`config.mk`:
```
export PLATFORM = sky130hd
export DESIGN_NAME = bram_arbiter
export DESIGN_NICKNAME = d
export VERILOG_FILES = /design/src/rtl/bram_arbiter_pkg.sv /design/src/rtl/bram_arbiter_rr_arbiter2.sv /design/src/rtl/bram_arbiter.sv
export SDC_FILE = /design/constraint.sdc
export NUM_CORES = 1
export LEC_CHECK = 0
export BUFFER_PORTS_ARGS = -buffer_cell sky130_fd_sc_hd__buf_2
export CORE_MARGIN = 10
export CORE_UTILIZATION = 49
export CTS_BUF_LIST = sky130_fd_sc_hd__clkbuf_2
export CTS_CLUSTER_DIAMETER = 100
export DETAILED_ROUTE_END_ITERATION = 6
export PLACE_DENSITY = 0.83
export SLEW_MARGIN = 5
export SYNTH_ARGS = -nofsm -noshare
export SYNTH_HDL_FRONTEND = slang
export SYNTH_SLANG_ARGS = --single-unit
```
`constraint.sdc`:
```
create_clock -name clock -period 2.6 [get_ports clock]
set_clock_uncertainty 0.05 [all_clocks]
set_input_delay 0.52 -clock clock [delete_from_list [all_inputs] [get_ports clock]]
set_output_delay 0.52 -clock clock [all_outputs]
set_load 0.01 [all_outputs]
```
`src/rtl/bram_arbiter_pkg.sv`:
```
// Shared memory-slave definitions: BRAM address window, request/response structs.
// Latency: n/a (types and constants only).
// Backpressure: n/a.
//
// Contents:
//   def_bram_depth / def_bram_base_addr / def_bram_top_addr : default BRAM window
//   port_e        : requester identity (instruction / data)
//   mem_req       : {valid, addr, wdata, wstrb}
//   mem_resp      : {ready, rdata, error}
//   addr_in_range : base <= addr < top
package bram_arbiter_pkg;

  localparam int unsigned def_bram_depth     = 11;
  localparam logic [31:0] def_bram_base_addr = 32'h0000_0000;
  localparam logic [31:0] def_bram_top_addr  = 32'h0000_2000;

  typedef enum logic {
    port_imem = 1'b0,
    port_dmem = 1'b1
  } port_e;

  typedef struct packed {
    logic        valid;
    logic [31:0] addr;
    logic [31:0] wdata;
    logic [3:0]  wstrb;
  } mem_req;

  typedef struct packed {
    logic        ready;
    logic [31:0] rdata;
    logic        error;
  } mem_resp;

  // Top bound is exclusive.
  function automatic logic addr_in_range(input logic [31:0] addr,
                                         input logic [31:0] base,
                                         input logic [31:0] top);
    return (addr >= base) && (addr < top);
  endfunction

endpackage

```
`src/rtl/bram_arbiter_rr_arbiter2.sv`:
```
// Two-requester round-robin arbiter with a one-hot grant.
// Latency: grant is combinational from req; last_grant updates on the clock edge.
// Backpressure: a losing requester simply keeps req high and wins the next cycle.
//
// Ports:
//   clock, reset (sync, active-low)
//   req[1:0]   : bit 0 = instruction port, bit 1 = data port
//   grant[1:0] : one-hot, zero when no request
module rr_arbiter2
  import bram_arbiter_pkg::*;
(
  input  logic       clock,
  input  logic       reset,
  input  logic [1:0] req,
  output logic [1:0] grant
);

  port_e last_grant;

  // On a conflict the port that did not win last time goes first.
  always_comb begin
    grant = 2'b00;
    if (req == 2'b11) begin
      grant = (last_grant == port_dmem) ? 2'b01 : 2'b10;
    end else begin
      grant = req;
    end
  end

  // Reset to data so the instruction port wins the first conflict.
  always_ff @(posedge clock) begin
    if (!reset) begin
      last_grant <= port_dmem;
    end else if (|req) begin
      last_grant <= grant[1] ? port_dmem : port_imem;
    end
  end

endmodule

```
`src/rtl/bram_arbiter.sv`:
```
// Shares one single-port BRAM between the instruction-fetch and data ports, round-robin.
// Latency: uncontested request valid at N -> ready at N+1; contested loser -> N+2.
// Backpressure: a losing request is held in a per-port pending register (max 1 cycle wait).
//
// Ports:
//   clock, reset (sync, active-low)
//   imem_valid/addr -> imem_ready/rdata/error   : instruction read port
//   dmem_valid/addr/wdata/wstrb -> dmem_ready/rdata/error : data port (wstrb 0 = read)
//   bram_en/we/addr/wdata -> BRAM, bram_rdata <- BRAM (registered, 1 cycle after en)
module bram_arbiter
  import bram_arbiter_pkg::*;
#(
  parameter int unsigned bram_depth     = def_bram_depth,
  parameter logic [31:0] bram_base_addr = def_bram_base_addr,
  parameter logic [31:0] bram_top_addr  = def_bram_top_addr
) (
  input  logic                  reset,
  input  logic                  clock,
  input  logic                  imem_valid,
  input  logic [31:0]           imem_addr,
  output logic                  imem_ready,
  output logic [31:0]           imem_rdata,
  output logic                  imem_error,
  input  logic                  dmem_valid,
  input  logic [31:0]           dmem_addr,
  input  logic [31:0]           dmem_wdata,
  input  logic [3:0]            dmem_wstrb,
  output logic                  dmem_ready,
  output logic [31:0]           dmem_rdata,
  output logic                  dmem_error,
  output logic                  bram_en,
  output logic [3:0]            bram_we,
  output logic [bram_depth-1:0] bram_addr,
  output logic [31:0]           bram_wdata,
  input  logic [31:0]           bram_rdata
);

  mem_req ireq_in, dreq_in;   // live request this cycle
  mem_req ireq_q, dreq_q;     // pending (lost arbitration) request
  mem_req ireq, dreq, sel;    // effective candidate per port, and the granted one

  logic [1:0]  req, grant;
  logic        access, in_rng, en;
  logic [31:0] offset;

  port_e       rsp_port;
  logic        rsp_vld, rsp_err, rsp_rd;
  logic [31:0] rd_data;
  mem_resp     irsp, drsp;

  assign ireq_in = '{valid: imem_valid, addr: imem_addr, wdata: 32'h0, wstrb: 4'h0};
  assign dreq_in = '{valid: dmem_valid, addr: dmem_addr, wdata: dmem_wdata, wstrb: dmem_wstrb};

  // A pending request takes priority over the live inputs; a new valid while
  // pending is a protocol violation and is dropped.
  assign ireq = ireq_q.valid ? ireq_q : ireq_in;
  assign dreq = dreq_q.valid ? dreq_q : dreq_in;

  // No grants while reset is asserted so the BRAM is never touched during reset.
  assign req = {dreq.valid, ireq.valid} & {2{reset}};

  rr_arbiter2 u_arb (
    .clock (clock),
    .reset (reset),
    .req   (req),
    .grant (grant)
  );

  assign sel    = grant[1] ? dreq : ireq;
  assign access = |grant;
  assign in_rng = addr_in_range(sel.addr, bram_base_addr, bram_top_addr);
  assign en     = access && in_rng;
  assign offset = sel.addr - bram_base_addr;

  // Out-of-range grants still use the slot but leave the BRAM idle.
  assign bram_en    = en;
  assign bram_we    = en ? sel.wstrb : 4'h0;
  assign bram_addr  = en ? offset[bram_depth+1:2] : '0;
  assign bram_wdata = en ? sel.wdata : 32'h0;

  // Byte-lane bits and the high offset bits beyond the BRAM window are don't-care.
  logic unused_bits;
  assign unused_bits = ^{offset[31:bram_depth+2], offset[1:0], sel.valid};

  always_ff @(posedge clock) begin
    if (!reset) begin
      ireq_q <= '0;
      dreq_q <= '0;
    end else begin
      if (grant[0]) begin
        ireq_q.valid <= 1'b0;
      end else if (imem_valid && !ireq_q.valid) begin
        ireq_q <= ireq_in;
      end
      if (grant[1]) begin
        dreq_q.valid <= 1'b0;
      end else if (dmem_valid && !dreq_q.valid) begin
        dreq_q <= dreq_in;
      end
    end
  end

  // Response stage: describes the access issued in the previous cycle.
  always_ff @(posedge clock) begin
    if (!reset) begin
      rsp_vld  <= 1'b0;
      rsp_port <= port_imem;
      rsp_err  <= 1'b0;
      rsp_rd   <= 1'b0;
    end else begin
      rsp_vld  <= access;
      rsp_port <= grant[1] ? port_dmem : port_imem;
      rsp_err  <= access && !in_rng;
      rsp_rd   <= en && (sel.wstrb == 4'h0);
    end
  end

  // BRAM data only passes through for an in-range read; writes and errors return 0.
  assign rd_data = rsp_rd ? bram_rdata : 32'h0;

  always_comb begin
    irsp = '0;
    drsp = '0;
    if (rsp_vld) begin
      if (rsp_port == port_dmem) begin
        drsp = '{ready: 1'b1, rdata: rd_data, error: rsp_err};
      end else begin
        irsp = '{ready: 1'b1, rdata: rd_data, error: rsp_err};
      end
    end
  end

  assign imem_ready = irsp.ready;
  assign imem_rdata = irsp.rdata;
  assign imem_error = irsp.error;
  assign dmem_ready = drsp.ready;
  assign dmem_rdata = drsp.rdata;
  assign dmem_error = drsp.error;

endmodule

```
* Yosys cells after proc, flatten, opt, wreduce, memory -nomap -nowiden
Cells that the tools add are included.
Word-level totals: register bits 107, input port bits 136, output and inout port bits 116, logic and storage cells 48
Cells by class: $lt $le $gt $ge 2, eq/ne operators 1, multiplexer cells 14, bitwise gates (word level) 4, reductions and logical operators 16
Operators by type and width (number):
- $mux W69 | 2
- $mux W34 | 4
- $mux W68 | 1
- $mux W32 | 2
- $ge A32 B1 Y1 const B | 1
- $lt A32 B14 Y1 const B | 1
- $mux W11 | 1
- $reduce_or A2 Y1 | 4
- $logic_and A1 B1 Y1 | 6
- $logic_not A4 Y1 | 1
- $mux W2 | 2
- $mux W4 | 1
- $reduce_and A2 Y1 | 2
- $logic_not A1 Y1 | 3
- $not A1 Y1 | 3
- $and A2 B2 Y2 | 1
- $eq A2 B2 Y1 const B | 1
- $mux W1 | 1

* Longest topological paths before layout
depth in word-level cells 9, mapped depth 10, gate-level depth less buffers 6

* Cells and area by module
From an unflattened synthesis, not the netlist that was laid out.
Second synthesis, totals: cell total of the unflattened synthesis 725, area, all modules 5373.9 um^2
By module, submodules not included:
- bram_arbiter | instances 1, cells an instance 718, area an instance 5312.6 um^2, seq. area each 2042.0 um^2
- rr_arbiter2 | instances 1, cells an instance 7, area an instance 61.3 um^2, seq. area each 20.0 um^2

* Worst setup path after synthesis
OpenSTA, ideal clock, no wires.
kind input -> output, from input port dmem_addr[21], to output port bram_addr[2], arrival 1719 ps, required time 2030 ps, slack 311 ps, stages on the path 6, buffers on the path 1, cells stage by stage nor4_1 nand4_1 a211o_1 a21boi_2 buf_6 a211oi_2
On the way: cells in the longest elaborated chain, start to end 6, elaborated cells between the ends (all ways) 7, classes of those cells 2 x order compare; 3 x mux; 2 x reduce/logical
Ends and longest elaborated chain:
- from (decl) | RTL line bram_arbiter.sv:25 | input logic [31:0] dmem_addr,
- $mux W69 * | RTL line bram_arbiter.sv:57 | assign dreq = dreq_q.valid ? dreq_q : dreq_in;
- $mux W68 * | RTL line bram_arbiter.sv:69 | assign sel = grant[1] ? dreq : ireq;
- $ge A32 B1 Y1 / $lt A32 B14 Y1 (equally long branches) | RTL line bram_arbiter_pkg.sv:39 | return (addr >= base) && (addr < top);
- $logic_and A1 B1 Y1 * | RTL line bram_arbiter_pkg.sv:39
- $logic_and A1 B1 Y1 * | RTL line bram_arbiter.sv:72 | assign en = access && in_rng;
- $mux W11 * | RTL line bram_arbiter.sv:78 | assign bram_addr = en ? offset[bram_depth+1:2] : '0;
- to (decl) | RTL line bram_arbiter.sv:33 | output logic [bram_depth-1:0] bram_addr,
Every way passes the cells marked *; elsewhere a longest branch is shown, timed or not.

* Worst setup path after layout
from register ireq_q[52] in the netlist's numbering, to output port bram_addr[1]
On the way: cells in the longest elaborated chain, start to end 6, elaborated cells between the ends (all ways) 7, classes of those cells 2 x order compare; 3 x mux; 2 x reduce/logical
Ends and longest elaborated chain:
- from (decl) | RTL line bram_arbiter.sv:39 | mem_req ireq_q, dreq_q;
- from (signal assigned) | RTL line bram_arbiter.sv:93 | ireq_q <= ireq_in;
- $mux W69 * | RTL line bram_arbiter.sv:56 | assign ireq = ireq_q.valid ? ireq_q : ireq_in;
- $mux W68 * | RTL line bram_arbiter.sv:69
- $ge A32 B1 Y1 / $lt A32 B14 Y1 (equally long branches) | RTL line bram_arbiter_pkg.sv:39
- $logic_and A1 B1 Y1 * | RTL line bram_arbiter_pkg.sv:39
- $logic_and A1 B1 Y1 * | RTL line bram_arbiter.sv:72
- $mux W11 * | RTL line bram_arbiter.sv:78
Marked as above.

==> impl_metrics.ini <==
[status]
outcome = finished, violations left
violations = setup timing

[logic_synthesis]
ys_seq_elements = 103
synth-simple-area-share_pct = 27.8
syn_area_um2 = 5440
ys_warn_count = 0
syn_inst = 691
synth_compound_gate_area_share_pct = 14.6
synthAdderAreaFrac_pct = 0
yosysUniqueCellTypes = 35
synth.avg_cell_area_um2 = 7.87
synthTopCellsByArea = dfxtp_1 38%, mux2i_1 14%, nand2_1 12%, nor2_1 7.3%, a21boi_1 5.5%
syn_nets = 827
synth-xor-area-share_pct = 0
ys_seq_area_share_pct = 37.9
synth.largest_area_cell = dfxtp_1
yosys.area.top_type_share_pct = 37.9
synth_top_family_by_area = simple AND/OR/NAND/NOR gates
synth_mux_area_share_pct = 14.2

[detailed_routing]
via_count = 5621
drc = 0
vias_per_cell = 5.20
finalWirelength_mm = 18.9
drt_iter0_markers = 321
firstDrtPassIters = 4
drtAntennaViolNets = 0
wire_per_inst_um = 17.5

[pwr]
finalPower_mw = 3.03
vdd_ir_drop_max_v = 0.000288
leakagePower_nw = 3.31
powerDensity_nw_per_um2 = 397

[global_route]
grt_pass1_wl_mm = 27.3
grt_start_max_net_pins = 100
antenna_found_initial = 2
grt_usage_pct = 20.5
grt-ovfl-total = 0
first_global_vias = 5314

[timing]
setup_tns_ns = -15.22
hold_viol = 0
finalSetupViolCount = 48
rsz0062_at_grt = yes
slew_headroom_pct = 45.8
post-route-period-util_pct = 115
worst_slack_ns = -0.399
worstMarginPinSlew_ns = 0.813
period_needed_ns = 3.00
fmax_mhz = 333
drv_slew = 0

[final_layout]
final_common_cell = buf_2
area_growth_pct = 40.1
utilization_pct = 70.3
multi_input_area_um2 = 3380
nets = 1070
num-fill-cells = 852
layout_common_cells = 222 x buf_2, 168 x nand2_1, 96 x dfxtp_1
drive_gt1_share_pct = 39.1
seq_area_um2 = 2070

[clock_network]
clkSlewWorstSetupHoldPaths_ns = 0.28
clock_latency_ns = 0.56
cts_tree = yes
clk_path_buf_depth = 2
root_buffer = clkbuf_2
cts_inserted_buffers = 9
clock_sinks = 103
h-tree-depth = 3

[die]
dieWidth_um = 125
core_area_um2 = 10800
fp.dieH_um = 125
die_area_um2 = 15700
row_count = 38
design.portCount = 252
initial_core_util_pct = 50.2

[setup_path]
startpoint_type = register
path_class = reg2out
cp.required_ns = 2.03
critPathCaptureType = primary output
arrival_ns = 2.43
critPathMaxFanout = 8

[min_path]
min_path_type = in2reg

[place]
dp_hpwl_mm = 13.0
io_buffers = 247
gp_congestion = 0.871

[run]
timing.max_cap.violations = 0
## repair_timing
action / 4_1_cts / 5_1_grt
gates resized for setup: 20 / 105
setup buffers: 2 / 9
gates cloned: 0 / 5
hold buffers: 0 / 0
pin swaps: 4 / 34
setup endpoints to repair: 48 / 48
## synth_stat cells, drive strengths merged
cell type	number
a211oi	22
inv	5
nor3	1
and3	1
nand3	2
a211o	1
a31oi	1
clkbuf	26
nor2b	41
dfxtp	103
nor4b	2
nor4	16
nand4	2
or4	3
a21boi	68
nor3b	2
buf	30
nor2	106
nand2b	3
o31ai	2
nand3b	1
and3b	1
o41ai	1
o21ai	6
mux2i	77
nand2	168
## per-stage QoR
stage	std cells	instance area (µm²)	hold slack (ns)	worst slack (ns)
finish	1080	7620	0.108	-0.399
global route	1079	7620	0.0523	-0.535
CTS	1066	7010	0.0686	-0.455
detailed placement	1048	6810	0.395	-0.211
global placement	1048	6810	0.390	-0.200
floorplan	691	5440	0.385	0.311
## critical path: stages (launching register included)
cell and delay, ns:
dfxtp_2 0.39, or4_4 0.56, o21ai_4 0.16, and3_4 0.21
a21boi_4 0.09, buf_12 0.15, a211oi_2 0.15, buf_2 0.16
## cell families after synthesis
kind of cell	count (synthesis)
simple gates	349
flops	103
compound gates	101
buf+inv	61
mux	77
## worst paths after layout
| check | endpoint | slack (ns) | depth (start not counted) | startpoint |
|---|---|---|---|---|
| worst max register to register | dreq_q[7]$_SDFFE_PN0P_ | 0.47 | 9 | dreq_q[68]$_SDFFE_PP0P_ |
| worst max-delay path | bram_addr[1] | -0.40 | 7 | ireq_q[52]$_SDFFE_PN0P_ |
| worst min-delay path | dreq_q[23]$_SDFFE_PN0P_ | 0.11 | 3 | dmem_wdata[19] |
| worst min register to register | dreq_q[41]$_SDFFE_PN0P_ | 0.42 | 2 | dreq_q[41]$_SDFFE_PN0P_ |
## cell type report
cell class | count | share of cell area, %
clock inverter | 6 | 0.607
tap | 140 | 2.30
inverter | 5 | 0.246
clock buffer | 10 | 0.656
timing repair buffer | 288 | 24.6
antenna | 1 | 0.0328
sequential | 103 | 27.2
multi-input combinational | 527 | 44.4
## state kept, by name, summed over array words and instances (netlist names)
register and flops:
dreq_q 67, ireq_q 31, rsp_err 1, rsp_port 1
rsp_rd 1, rsp_vld 1, u_arb.last_grant 1
## report_power, final
part           switching (mW)  total (mW)  internal (mW)  leakage, nW
Clock                   0.552       0.686          0.134       0.0537
Combinational           0.327       0.602          0.275         2.41
Sequential             0.0584        1.74           1.68        0.849
Total                   0.937        3.03           2.09         3.31
## per-layer routing
layer / vias to the layer above / wire length (µm) / GRT usage, %
met4: 2 / 391 / 5.56
met5: - / 20 / 0
li1: 2798 / - / -
met3: 34 / 1810 / 8.03
met2: 240 / 9450 / 34.8
met1: 2547 / 7250 / 23.4
No activity file was read; power rests on OpenSTA's default activity.
